## src/rtl/spi_flash_responder.sv

```systemverilog
// spi_flash_responder: read-only SPI NOR flash target (mode 0) serving reads from a byte-wide memory; define DUAL_READ_EN to accept 0x3B dual-output reads
module spi_flash_responder #(
  parameter int          AW       = 24,
  parameter logic [23:0] JEDEC_ID = 24'hEF4018,
  parameter logic [7:0]  STATUS   = 8'h00
) (
  input  logic          clk,
  input  logic          rst,
  input  logic          sclk,
  input  logic          cs_n,
  input  logic [1:0]    si,
  output logic [1:0]    so,
  output logic [1:0]    so_oe,
  output logic [AW-1:0] mem_addr,
  output logic          mem_rd,
  input  logic [7:0]    mem_data
);
  typedef enum logic [2:0] {IDLE, CMD, ADDR, DUMMY, DATA, ID, STAT, IGNORE} state_t;
  state_t      state;
  logic [2:0]  sclk_q, cs_q;
  logic [1:0]  si_q;
  logic [22:0] sh;
  logic [4:0]  cnt, byte_last;
  logic [7:0]  tx, pf, nb, src, op;
  logic [1:0]  id_idx;
  logic [23:0] a;
  logic        fast, dual, dual_op, rd_pend;
  logic        rise, fall, cs_hi, cs_fall, s0, out_st;
  logic        unused_si1;
  assign unused_si1 = si[1];
  assign rise      = sclk_q[1] & ~sclk_q[2];
  assign fall      = ~sclk_q[1] & sclk_q[2];
  assign cs_hi     = cs_q[1];
  assign cs_fall   = ~cs_q[1] & cs_q[2];
  assign s0        = si_q[1];
  assign op        = {sh[6:0], s0};
  assign a         = {sh, s0};
  assign byte_last = dual ? 5'd3 : 5'd7;
  assign out_st    = state == DATA || state == ID || state == STAT;
  assign nb        = state == DATA ? pf :
                     state == STAT ? STATUS :
                     id_idx == 2'd0 ? JEDEC_ID[23:16] :
                     id_idx == 2'd1 ? JEDEC_ID[15:8] :
                     id_idx == 2'd2 ? JEDEC_ID[7:0] : 8'h00;
  assign src       = cnt == 5'd0 ? nb : tx;
`ifdef DUAL_READ_EN
  assign dual_op = op == 8'h3B;
`else
  assign dual_op = 1'b0;
`endif
  always_ff @(posedge clk) begin
    if (rst) begin
      sclk_q   <= 3'b000;
      cs_q     <= 3'b111;
      si_q     <= 2'b00;
      state    <= IDLE;
      sh       <= '0;
      cnt      <= '0;
      tx       <= '0;
      pf       <= '0;
      id_idx   <= '0;
      fast     <= 1'b0;
      dual     <= 1'b0;
      rd_pend  <= 1'b0;
      so       <= 2'b00;
      so_oe    <= 2'b00;
      mem_addr <= '0;
      mem_rd   <= 1'b0;
    end else begin
      sclk_q  <= {sclk_q[1:0], sclk};
      cs_q    <= {cs_q[1:0], cs_n};
      si_q    <= {si_q[0], si[0]};
      mem_rd  <= 1'b0;
      rd_pend <= mem_rd;
      if (rd_pend) pf <= mem_data;
      if (cs_hi) begin
        state <= IDLE;
        cnt   <= '0;
        so    <= 2'b00;
        so_oe <= 2'b00;
      end else if (state == IDLE) begin
        if (cs_fall) begin
          state  <= CMD;
          cnt    <= '0;
          id_idx <= '0;
        end
      end else if (rise) begin
        sh  <= {sh[21:0], s0};
        cnt <= cnt + 5'd1;
        case (state)
          CMD: if (cnt == 5'd7) begin
            cnt   <= '0;
            fast  <= op == 8'h0B || dual_op;
            dual  <= dual_op;
            state <= op == 8'h03 || op == 8'h0B || dual_op ? ADDR :
                     op == 8'h9F ? ID : op == 8'h05 ? STAT : IGNORE;
          end
          ADDR: if (cnt == 5'd23) begin
            cnt      <= '0;
            mem_addr <= a[AW-1:0];
            mem_rd   <= 1'b1;
            state    <= fast ? DUMMY : DATA;
          end
          DUMMY: if (cnt == 5'd7) begin
            cnt   <= '0;
            state <= DATA;
          end
          DATA, ID, STAT: begin
            cnt <= cnt == byte_last ? 5'd0 : cnt + 5'd1;
            if (state == DATA && cnt == 5'd0) begin
              mem_addr <= mem_addr + AW'(1);
              mem_rd   <= 1'b1;
            end
          end
          default: ;
        endcase
      end else if (fall && out_st) begin
        so_oe <= dual ? 2'b11 : 2'b10;
        so    <= dual ? src[7:6] : {src[7], 1'b0};
        tx    <= dual ? {src[5:0], 2'b00} : {src[6:0], 1'b0};
        if (state == ID && cnt == 5'd0 && id_idx != 2'd3) id_idx <= id_idx + 2'd1;
      end
    end
  end
endmodule
```

## config.mk

```make
export PLATFORM = sky130hd
export DESIGN_NAME = spi_flash_responder
export DESIGN_NICKNAME = d
export VERILOG_FILES = /design/src/rtl/spi_flash_responder.sv
export SDC_FILE = /design/constraint.sdc
export NUM_CORES = 1
export LEC_CHECK = 0
export BUFFER_PORTS_ARGS = -buffer_cell sky130_fd_sc_hd__buf_2
export CORE_MARGIN = 2
export CORE_UTILIZATION = 59
export CTS_CLUSTER_SIZE = 10
export DETAILED_ROUTE_END_ITERATION = 7
export HOLD_SLACK_MARGIN = 0.12
export PLACE_DENSITY = 0.8
export SKIP_LAST_GASP = 1
export SYNTH_ARGS = -nofsm -noshare
export SYNTH_HDL_FRONTEND = slang
export SYNTH_SLANG_ARGS = --single-unit
```

## constraint.sdc

```tcl
create_clock -name clk -period 2.6 [get_ports clk]
set_input_delay 0.13 -clock clk [delete_from_list [all_inputs] [get_ports clk]]
set_output_delay 0.13 -clock clk [all_outputs]
set_load 0.03 [all_outputs]
```

Yosys cells after proc, flatten, opt, wreduce, memory -nomap -nowiden
Cells that the tools add are included.
{"block": "word_totals", "reg_bits": 85, "inputBits": 14, "output_inout_bits": 29, "elab_cells": 109}
{"block": "op_classes", "n_addsub": 3, "n_eq_ne": 22, "n_mux": 34, "bitwise": 8, "n_reduce_logical": 27}
{"op": "two-way mux 24 bit", "count": 2}
{"op": "case mux 24 bit (2 select lines)", "count": 1}
{"op": "two-way mux 8 bit", "count": 4}
{"op": "two-way mux 5 bit", "count": 6}
{"op": "adder 24 x 1 -> 24 bit (second input constant)", "count": 1}
{"op": "two-way mux 3 bit", "count": 8}
{"op": "two-way mux 2 bit", "count": 6}
{"op": "AND reduction 6 bit", "count": 2}
{"op": "case mux 5 bit (2 select lines)", "count": 1}
{"op": "AND reduction 5 bit", "count": 2}
{"op": "== test 3 bit (second input constant)", "count": 3}
{"op": "!= test 3 bit (second input constant)", "count": 3}
{"op": "case mux 3 bit (3 select lines)", "count": 1}
{"op": "== test 8 x 2 -> 1 bit (second input constant)", "count": 1}
{"op": "== test 8 x 3 -> 1 bit (second input constant)", "count": 1}
{"op": "== test 8 x 4 -> 1 bit (second input constant)", "count": 1}
{"op": "== test 8 bit (second input constant)", "count": 1}
{"op": "!= test 2 bit (second input constant)", "count": 4}
{"op": "nonzero test 2 bit", "count": 4}
{"op": "two-way mux 7 bit", "count": 1}
{"op": "== test 3 x 2 -> 1 bit (second input constant)", "count": 2}
{"op": "AND reduction 3 bit", "count": 2}
{"op": "adder 5 x 1 -> 5 bit (second input constant)", "count": 1}
{"op": "== test 5 x 3 -> 1 bit (second input constant)", "count": 1}
{"op": "22 further kinds", "count": 35}

Depth between registers and ports, before layout
{"block": "logic_depth", "word_depth": 8, "depth_mapped": 10, "mapped_depth_nobuf": 7}

Least setup slack after synthesis
OpenSTA, ideal clock, no wires.
{"block": "synth_timing", "path_kind": "flip-flop to flip-flop", "start": "reg cnt[0]", "end": "reg mem_addr[22]", "setup_ns": 0.077, "t_arrival_ns": 2.108, "required_ns": 2.523, "path_slack_ns": 0.415, "stages_incl_launch_ff": 9, "path_buffers": 1, "synth_period_minus_slack_ns": 2.185, "path_cell_list": "dfxtp_1 inv_1 ha_1 or4b_4 buf_6 o22ai_4 nand2_4 or4_4 a41oi_2"}
{"block": "synth_via", "elab_chain_cells": 4, "elab_cells_between_ends": 6, "classes_between": "eq/ne: 3; reduce/logical: 3"}
{"element": "from (decl)", "line_no": "23", "text": "logic [4:0] cnt, byte_last;"}
{"element": "from (signal assigned)", "line_no": "89", "text": "cnt <= cnt + 5'd1;"}
{"element": "from (signal assigned)", "line_no": "109", "text": "cnt <= cnt == byte_last ? 5'd0 : cnt + 5'd1;"}
{"element": "zero test 5 bit", "line_no": "110", "text": "if (state == DATA && cnt == 5'd0) begin"}
{"element": "logical AND 1 bit", "line_no": "110"}
{"element": "!= test 2 bit (no line)"}
{"element": "AND reduction 6 bit (no line) *"}
{"element": "to (signal assigned)", "line_no": "100", "text": "mem_addr <= a[AW-1:0];"}
{"element": "to (signal assigned)", "line_no": "111", "text": "mem_addr <= mem_addr + AW'(1);"}
{"element": "to (decl)", "line_no": "14", "text": "output logic [AW-1:0] mem_addr,"}
Every way passes the cells marked *; elsewhere a longest branch is shown, timed or not.
A chain may end at the register's enable or synchronous reset.

Final worst setup path
{"block": "layout_timing", "start": "reg cnt[0]", "end": "reg mem_addr[11]"}
The elaborated chain is that of the path after synthesis.

==> results.cfg <==
[cells_and_area]
regArea_sq_um = 1700
design_area_sq_um = 4860
final-instance-count-excl-fill = 686
areaGrowthSynthToFinish_pct = 13.9
multi_input_area_sq_um = 2360
fillers = 592
antenna_cells = 0
nets = 607
drive_gt1_share_pct = 14.7
final_core_util_pct = 70.3

[synth]
synthTopCellsByCount = 88 x nand2_1, 85 x dfxtp_1, 62 x nor2_1
synth.cell_area_sq_um = 4260
synthFlopType = dfxtp_1
seq_area_frac_synth_pct = 39.9
synthArstFlopShare_pct = 0
synth_area_leaders = dfxtp_1 40%, nand2_1 7.7%, a21oi_1 6.5%
yosys.area.top_type_share_pct = 39.9
yosysWarnings = 0
synth.ff_latch_count = 85
postSynthCellCount = 544
synth_edf_count = 0
synth.distinct_cells = 66
synth_most_common_cell = nand2_1
avgSynthCellArea_sq_um = 7.84
yosysTopAreaCell = dfxtp_1

[critical_path]
critPathSlowestCell = or4b_4
crit_path_max_incr_delay_ns = 0.55
path_cells = inv_1 -> ha_1 -> or4b_4 -> o22ai_4 -> and2_2 -> buf_4 -> a21oi_1 -> a311oi_1
worstPathArrival_ns = 2.64
worstSetupPathType = flop to flop
crit_fanout = 11
worstSetupEndpointType = flop
r2r_setup_slack_ns = 0.23
worstPathRequired_ns = 2.88
cp-start-kind = flop

[floorplanning]
start_util_pct = 61.7
io_pins = 43
core_area_sq_um = 6910
num_rows = 30
die_h_um = 89.0
dieArea_sq_um = 7920
die_w_um = 89.0

[sta]
setup_viol = 0
max_slew_margin_pct = 59.2
fin_hold_ws_ns = 0.249
fin_crit_ns = 2.37
fmax_mhz = 422
slew_violations = 0
fin_crit_sh_pct = 91.1
finalHoldViolCount = 0
setup_ws_ns = 0.232
rsz0062_at_grt = false
fin_tns_setup_ns = 0
clock_skew_ns = 0.00737
tightest_slew_ns = 0.610

[place]
io_buffers = 39
dp.cells = 660
dp_hpwl_um = 7250
dpl_cell_area_sq_um = 4550
gp_congestion = 0.915
place_ws_ns = 0.155

[global_routing]
overflow = 0
gr-max-usage-layer = met2
grtUsageMet1_pct = 39.6
grtUsageTotal_pct = 28.1
met3_usage_pct = 4.71
grt_start_max_net_pins = 36
antenna_found_initial = 0
grtUsageMet2_pct = 43.5
grt_pass1_vias = 3675
grt_pass1_wl_um = 17400

[routing]
vias = 4100
wl_per_cell_um = 15.4
drt_iter0_markers = 464
drt-vias-per-instance = 5.98
routed_wl_um = 10600
first_pass_iters = 5
antenna_left = 0
post-route-drc-count = 0

[hold_path]
hp-class = input port to flop

[clock_network]
clk_pin_slew_ns = 0.08
clock-root-buffer = clkbuf_8
clockBufferDepth = 2
cts_buffers = 9
cts_sinks = 85
h-tree-depth = 3
insertion_delay_ns = 0.36
cts_tree = done

[pwr]
finalPower_mw = 2.34
leakage_nw = 1.75
ir_worst_vdd_uv = 380
powerDensity_nw_per_um2 = 481

[job]
drv_cap = 0

[status]
status = finished, final reports clean
-- cell families after synthesis --
logic type                 synth area share [%]
and+or+nand+nor                            27.5
AOI/OAI and AO/OA                          22.2
DFF                                        39.9
buffers and inverters                      5.02
muxes                                      3.05
adders and majority gates                  2.05
other                                    0.0879
xor gates and xnor gates                  0.205
-- sequential cells by signal, indices dropped and copies added, names as in the netlist --
signal    flops
mem_addr     24
fast          1
state         3
so            1
sh           23
so_oe         1
cnt           5
mem_rd        1
tx            7
rd_pend       1
pf            8
id_idx        2
sclk_q        3
cs_q          3
si_q          2
-- cells in the final DEF, fill, tap and decap left out, types with 11 or more instances in the layout --
| master | instances |
|---|---|
| buf_2 | 39 |
| clkbuf_8 | 11 |
| dfxtp_1 | 85 |
| dlygate4sd3_1 | 11 |
| nand2_1 | 88 |
| nor2_1 | 62 |
| nand3_1 | 14 |
| inv_1 | 11 |
| nor3_1 | 11 |
| buf_4 | 17 |
| nor2b_1 | 11 |
| a21oi_1 | 55 |
| mux2i_1 | 13 |
| o21ai_0 | 25 |
-- worst max-delay path, delay by kind of cell (launching register included) --
kind                       cells  cell delay [ns]
AOI/OAI and AO/OA              3             0.58
adders and majority gates      1             0.16
buffers and inverters          2             0.29
DFF                            1             0.35
and+or+nand+nor                2             0.90
-- layout make-up --
class / count / share of cell area (%)
Multi-Input combinational cell: 411 / 48.5
Sequential cell: 85 / 35.0
Inverter: 12 / 0.928
Tap cell: 96 / 2.47
Clock inverter: 4 / 0.979
Timing Repair Buffer: 67 / 8.92
Clock buffer: 11 / 3.12
-- power breakdown --
part           switching, mW  total, mW  internal [mW]
combinational         0.0380     0.0664         0.0284
clock                  0.473      0.961          0.488
sequential           0.00375       1.31           1.31
total                  0.515       2.34           1.82
-- metal layers --
layer | routed length [um] | up-vias
li1 | - | 2015
met1 | 4940 | 1933
met2 | 4930 | 138
met3 | 570 | 14
met4 | 153 | 0
met5 | 0 | -
-- final timing paths --
| kind | to | depth (start not counted) | from |
|---|---|---|---|
| setup reg to reg | mem_addr[11]$_SDFFE_PP0P_ | 8 | cnt[0]$_SDFFE_PP0P_ |
| hold / removal | pf[3]$_SDFFE_PP0P_ | 2 | rst |
| hold reg to reg | cs_q[1]$_SDFF_PP1_ | 1 | cs_q[0]$_SDFF_PP1_ |
| setup / recovery | mem_addr[11]$_SDFFE_PP0P_ | 8 | cnt[0]$_SDFFE_PP0P_ |
-- repair_timing --
item	4_1_cts	5_1_grt
endpoints found under the hold margin	11	0
endpoints found under the setup margin	0	2
resized for setup	0	1
buffers inserted	0	0
hold buffers	11	0
Note: power is estimated with default switching activity, not from simulation.
